### config.mk
export PLATFORM = sky130hd
export DESIGN_NAME = mult_mem_arbiter
export DESIGN_NICKNAME = d
export VERILOG_FILES = /design/src/rtl/mult_mem_arbiter.sv
export SDC_FILE = /design/constraint.sdc
export NUM_CORES = 1
export LEC_CHECK = 0
export CAP_MARGIN = 5
export CELL_PAD_IN_SITES_DETAIL_PLACEMENT = 1
export CELL_PAD_IN_SITES_GLOBAL_PLACEMENT = 2
export CORE_AREA = 5 5 145 147
export DETAILED_ROUTE_END_ITERATION = 16
export DIE_AREA = 0 0 150 152
export PLACE_DENSITY_LB_ADDON = 0.1
export SLEW_MARGIN = 20
export SYNTH_ARGS = -nofsm -noshare
export SYNTH_HDL_FRONTEND = slang
export SYNTH_SLANG_ARGS = --single-unit
### constraint.sdc
create_clock -name clk -period 2.1 [get_ports clk]
set_clock_uncertainty 0.15 [all_clocks]
set_input_delay 0.21 -clock clk [delete_from_list [all_inputs] [get_ports clk]]
set_output_delay 0.21 -clock clk [all_outputs]
set_load 0.005 [all_outputs]
### src/rtl/mult_mem_arbiter.sv
// Two-requester round-robin arbiter with burst locking in front of a single-port result memory.
// Grant is combinational; command registered (+1), read data returned at +2. Optional counters: MULT_MEM_ARB_STATS_EN.
module mult_mem_arbiter #(
    parameter int LOGDEPTH = 6,
    parameter int WIDTH    = 32,
    parameter int MAXBURST = 64
) (
    input  logic                clk,
    input  logic                rst,
    input  logic                EN_req0,
    input  logic                req0_we,
    input  logic                req0_lock,
    input  logic [LOGDEPTH-1:0] req0_addr,
    input  logic [WIDTH-1:0]    req0_wdata,
    output logic                RDY_req0,
    output logic                VALID_req0,
    output logic [WIDTH-1:0]    req0_rdata,
    input  logic                EN_req1,
    input  logic                req1_we,
    input  logic                req1_lock,
    input  logic [LOGDEPTH-1:0] req1_addr,
    input  logic [WIDTH-1:0]    req1_wdata,
    output logic                RDY_req1,
    output logic                VALID_req1,
    output logic [WIDTH-1:0]    req1_rdata,
    output logic                EN_mem,
    output logic                mem_we,
    output logic [LOGDEPTH-1:0] mem_addr,
    output logic [WIDTH-1:0]    mem_wdata,
`ifdef MULT_MEM_ARB_STATS_EN
    output logic [15:0]         stat_grant0,
    output logic [15:0]         stat_grant1,
    output logic [15:0]         stat_stall0,
    output logic [15:0]         stat_stall1,
`endif
    input  logic [WIDTH-1:0]    mem_rdata
);

    typedef enum logic [1:0] {ARB, LOCK0, LOCK1} state_t;

    localparam logic [7:0] MAXB = 8'(MAXBURST);

    state_t              state_q, state_d;
    logic                ptr_q, ptr_d;
    logic [7:0]          burst_cnt_q, burst_cnt_d;
    logic                en_mem_q, en_mem_d;
    logic                mem_we_q, mem_we_d;
    logic [LOGDEPTH-1:0] mem_addr_q, mem_addr_d;
    logic [WIDTH-1:0]    mem_wdata_q, mem_wdata_d;
    logic                tag_vld_q, tag_vld_d;
    logic                tag_own_q, tag_own_d;
    logic                valid0_q, valid0_d;
    logic                valid1_q, valid1_d;

    logic                gnt0, gnt1;
    logic                acc0, acc1, acc;
    logic                acc_we, acc_lock, other_en;
    logic [LOGDEPTH-1:0] acc_addr;
    logic [WIDTH-1:0]    acc_wdata;
    logic [7:0]          cnt_inc;

    always_comb begin
        gnt0 = 1'b0;
        gnt1 = 1'b0;
        case (state_q)
            ARB: begin
                if (EN_req0 && EN_req1) begin
                    gnt0 = !ptr_q;
                    gnt1 = ptr_q;
                end else begin
                    gnt0 = EN_req0;
                    gnt1 = EN_req1;
                end
            end
            LOCK0:   gnt0 = EN_req0;
            LOCK1:   gnt1 = EN_req1;
            default: ;
        endcase
    end

    // No grant while reset is asserted, so nothing is accepted in the reset cycle.
    assign RDY_req0 = gnt0 && !rst;
    assign RDY_req1 = gnt1 && !rst;
    assign acc0     = EN_req0 && RDY_req0;
    assign acc1     = EN_req1 && RDY_req1;
    assign acc      = acc0 || acc1;

    assign acc_we    = acc1 ? req1_we    : req0_we;
    assign acc_lock  = acc1 ? req1_lock  : req0_lock;
    assign acc_addr  = acc1 ? req1_addr  : req0_addr;
    assign acc_wdata = acc1 ? req1_wdata : req0_wdata;
    assign other_en  = acc1 ? EN_req0    : EN_req1;

    always_comb begin
        state_d     = state_q;
        ptr_d       = ptr_q;
        burst_cnt_d = burst_cnt_q;
        cnt_inc     = 8'd1;
        if (state_q != ARB)
            cnt_inc = (burst_cnt_q == 8'hFF) ? burst_cnt_q : burst_cnt_q + 8'd1;
        if (acc) begin
            ptr_d = acc0;
            // The MAXBURST-th beat is still accepted; the lock breaks after it.
            if (!acc_lock || (cnt_inc >= MAXB && other_en)) begin
                state_d     = ARB;
                burst_cnt_d = 8'd0;
            end else begin
                state_d     = acc0 ? LOCK0 : LOCK1;
                burst_cnt_d = cnt_inc;
            end
        end else if (state_q == LOCK0 && !EN_req0) begin
            state_d     = ARB;
            ptr_d       = 1'b1;
            burst_cnt_d = 8'd0;
        end else if (state_q == LOCK1 && !EN_req1) begin
            state_d     = ARB;
            ptr_d       = 1'b0;
            burst_cnt_d = 8'd0;
        end
    end

    always_comb begin
        en_mem_d    = acc;
        mem_we_d    = acc && acc_we;
        mem_addr_d  = acc ? acc_addr  : mem_addr_q;
        mem_wdata_d = acc ? acc_wdata : mem_wdata_q;
        tag_vld_d   = acc && !acc_we;
        tag_own_d   = acc1;
        valid0_d    = tag_vld_q && !tag_own_q;
        valid1_d    = tag_vld_q && tag_own_q;
    end

    always_ff @(posedge clk) begin
        if (rst) begin
            state_q     <= ARB;
            ptr_q       <= 1'b0;
            burst_cnt_q <= 8'd0;
            en_mem_q    <= 1'b0;
            mem_we_q    <= 1'b0;
            mem_addr_q  <= '0;
            mem_wdata_q <= '0;
            tag_vld_q   <= 1'b0;
            tag_own_q   <= 1'b0;
            valid0_q    <= 1'b0;
            valid1_q    <= 1'b0;
        end else begin
            state_q     <= state_d;
            ptr_q       <= ptr_d;
            burst_cnt_q <= burst_cnt_d;
            en_mem_q    <= en_mem_d;
            mem_we_q    <= mem_we_d;
            mem_addr_q  <= mem_addr_d;
            mem_wdata_q <= mem_wdata_d;
            tag_vld_q   <= tag_vld_d;
            tag_own_q   <= tag_own_d;
            valid0_q    <= valid0_d;
            valid1_q    <= valid1_d;
        end
    end

    assign EN_mem     = en_mem_q;
    assign mem_we     = mem_we_q;
    assign mem_addr   = mem_addr_q;
    assign mem_wdata  = mem_wdata_q;
    assign VALID_req0 = valid0_q;
    assign VALID_req1 = valid1_q;
    // The macro output is already registered; it is only steered to its owner here.
    assign req0_rdata = valid0_q ? mem_rdata : '0;
    assign req1_rdata = valid1_q ? mem_rdata : '0;

`ifdef MULT_MEM_ARB_STATS_EN
    logic [15:0] grant0_q, grant0_d, grant1_q, grant1_d;
    logic [15:0] stall0_q, stall0_d, stall1_q, stall1_d;

    always_comb begin
        grant0_d = (acc0 && grant0_q != 16'hFFFF) ? grant0_q + 16'd1 : grant0_q;
        grant1_d = (acc1 && grant1_q != 16'hFFFF) ? grant1_q + 16'd1 : grant1_q;
        stall0_d = (EN_req0 && !RDY_req0 && stall0_q != 16'hFFFF) ? stall0_q + 16'd1 : stall0_q;
        stall1_d = (EN_req1 && !RDY_req1 && stall1_q != 16'hFFFF) ? stall1_q + 16'd1 : stall1_q;
    end

    always_ff @(posedge clk) begin
        if (rst) begin
            grant0_q <= 16'd0;
            grant1_q <= 16'd0;
            stall0_q <= 16'd0;
            stall1_q <= 16'd0;
        end else begin
            grant0_q <= grant0_d;
            grant1_q <= grant1_d;
            stall0_q <= stall0_d;
            stall1_q <= stall1_d;
        end
    end

    assign stat_grant0 = grant0_q;
    assign stat_grant1 = grant1_q;
    assign stat_stall0 = stall0_q;
    assign stat_stall1 = stall1_q;
`endif

endmodule

==> flow_metrics.tcl <==
set metrics [dict create \
    dp.cells 847 \
    routed_via_density 4.093 \
    status "finished clean" \
    p_per_area_nw_per_um2 490.5 \
    timing.hold.ws_ps 56.81 \
    r2r-start "burst_cnt_q[0]$_SDFFE_PP0P_" \
    core-area_um2 19780 \
    drv_slew 0 \
    final_core_util_pct 29.23 \
    max_freq_mhz 484.9 \
    switchingPower_mw 0.7793 \
    drive_gt1_share_pct 9.386 \
    p_sw_share_pct 27.49 \
    start_kind "input port" \
    rsz0062_at_grt "false" \
    synth_cells 354 \
    cts_tree "yes" \
    io_pins 224 \
    critPathCaptureType "primary output" \
    fin_crit_sh_pct 98.20 \
    min_from "rst" \
    port_buffers 223 \
    crit_arrival_ps 1700 \
    dp_hpwl_um 11730 \
    gr-total-overflow 0 \
    avgSynthCellArea_um2 8.147 \
    crit_fanout 3 \
    gp_congestion 0.7373 \
    setup_tns_ps 0 \
    syn_nets 471 \
    wire_per_inst_um 17.09 \
    dp_slack_ps -226.2 \
    drt_iter0_drc 121 \
    track_usage_pct 12.13 \
    power.share.clock_pct 31.4 \
    fin_ws_ps 37.84 \
    dieHeight_um 152 \
    fill_cells 2320 \
    worst_ep_required_time_ps 1740 \
    instances_no_fill 856 \
    yosys_most_used_dff "dfxtp_1" \
    diodes 0 \
    final-setup-viol-count 0 \
    dieArea_um2 22800 \
    most-common-layout-cells "clkdlybuf4s50_1, and2_1, dfxtp_1" \
    multi_input_area_um2 1655 \
    worst_slew_pin_slew_ps 448.0 \
    wirelength_um 14630 \
    h-tree-depth 2 \
    drc 0 \
    crit_start "EN_req1" \
    criticalPathCategory "in -> out" \
    start_util_pct 14.58 \
    min_path_type "in -> reg" \
    internal_power_mw 2.056 \
    vias 3504 \
    clkTransAtPathRegs_ps 70 \
    synth-edff-count 0 \
    core.rowCount 52 \
    first_global_vias 3575 \
    cts_max_path_buffers 2 \
    grt_max_degree 37 \
    post-route-min-period_ps 2062 \
    grt_first_pass_wirelength_um 21590 \
    firstDrtPassIters 4 \
    ir_drop_mv 0.2795 \
    async_flop_share_pct 0 \
    power_leakage_nw 2.079 \
    register_area_um2 1106 \
    final_common_cell "clkdlybuf4s50_1" \
    clk_latency_ps 300 \
    ant_nets 0 \
    relSlewSlack_pct 70.13 \
    maxCapViolCount 0 \
    die_x_um 150 \
    synth_area_um2 2884 \
    yosys_warnings 0 \
    antenna_found_initial 2 \
    hold_viol 0 \
    syn_to_final_growth_pct 100.4 \
    cts_root_buffer "clkbuf_16" \
    cts.sinks 55 \
    p_seq_share_pct 41.0 \
    fin_nets 702 \
    pwr-share-comb_pct 27.6 \
    yosysSeqAreaShare_pct 38.18 \
    synth_cell_types 45 \
    synth_seq_cells 55 \
    post-cts-setup-buffers 0 \
    cts_made_buffers 5 \
]
-- cells by family (layout without fill, tap and decap cells) --
| family | after synthesis | count (layout) | share of synthesized area (%) |
|---|---|---|---|
| AOI/OAI and AO/OA | 110 | 111 | 26.12 |
| adders and majority gates | 1 | 1 | 0.4338 |
| buffers and inverters | 38 | 269 | 5.857 |
| DFF | 55 | 55 | 38.18 |
| muxes | 9 | 9 | 3.297 |
| and+or+nand+nor | 141 | 141 | 26.12 |
-- state kept, by name, indices dropped and copies added (netlist names) --
signal and cells:
EN_mem 1, tag_vld_q 1, VALID_req0 1, mem_we 1, mem_wdata 32, burst_cnt_q 8, mem_addr 6, tag_own_q 1
VALID_req1 1, ptr_q 1, state_q 2
-- final timing paths --
check | slack (ps) | cells after the start | endpoint
worst max-delay path | 40 | 5 | RDY_req1
worst min-delay path | 60 | 2 | ptr_q$_SDFFE_PP0P_
worst max register to register | 80 | 6 | burst_cnt_q[1]$_SDFFE_PP0P_
worst min register to register | 260 | 1 | VALID_req0$_SDFF_PP0_
-- worst max-delay path: stages --
cell and delay (ps):
clkdlybuf4s50_1 500, nor2b_2 180, o211a_4 180, buf_4 130
clkdlybuf4s50_1 500
-- stage by stage --
stage          total power [mW]  cell area, um2
6_report                  2.835            5781
5_1_grt                   3.008            5781
4_1_cts                   2.921            5754
3_5_place_dp              1.986            5592
3_3_place_gp              1.980            5592
2_1_floorplan             1.434            2884
-- per-layer routing --
layer  wire, um  track usage, %
met5         25               0
met4        195           3.312
met3       1368           4.617
met2       7146           21.37
met1       5892           13.57
-- Yosys cell counts, types with 2 or more instances --
cell	n	share of area [%]
and2_1	65	14
dfxtp_1	55	38
a21oi_1	36	6.2
nand2_1	31	4.0
a22oi_1	30	7.8
clkbuf_1	26	3.4
nor2_1	23	3.0
a31oi_1	11	2.4
a211oi_1	8	2.1
mux2i_1	8	2.8
inv_1	7	0.91
a22o_1	4	1.2
nand3_1	4	0.69
nor2b_1	4	0.87
o21ai_0	4	0.69
buf_6	3	1.2
nor3_1	3	0.52
a31o_2	2	0.61
and3_1	2	0.43
nor4_1	2	0.43
o21a_1	2	0.52
-- cell type report --
type	count	area share [%]
clock buffer	5	2.165
tap	270	5.844
timing repair buffer	254	43.38
sequential	55	19.13
multi-input combinational	262	28.64
clock inverter	3	0.3896
inverter	7	0.4545
-- what timing repair did --
item	in CTS	in global routing
endpoints found under the setup margin	11	3
endpoints found under the hold margin	0	0
pin swaps	1	2
hold buffers	0	0
resized for setup	6	6
cloned	1	0
-- power groups by stage --
stage | Combinational [mW] | Clock [mW] | Sequential [mW]
2_1_floorplan | 0.250 | 0 | 1.18
3_3_place_gp | 0.797 | 0 | 1.18
3_5_place_dp | 0.801 | 0 | 1.19
4_1_cts | 0.804 | 0.955 | 1.16
5_1_grt | 0.848 | 0.986 | 1.17
6_report | 0.783 | 0.891 | 1.16
Power figures use the tool's default switching activity.
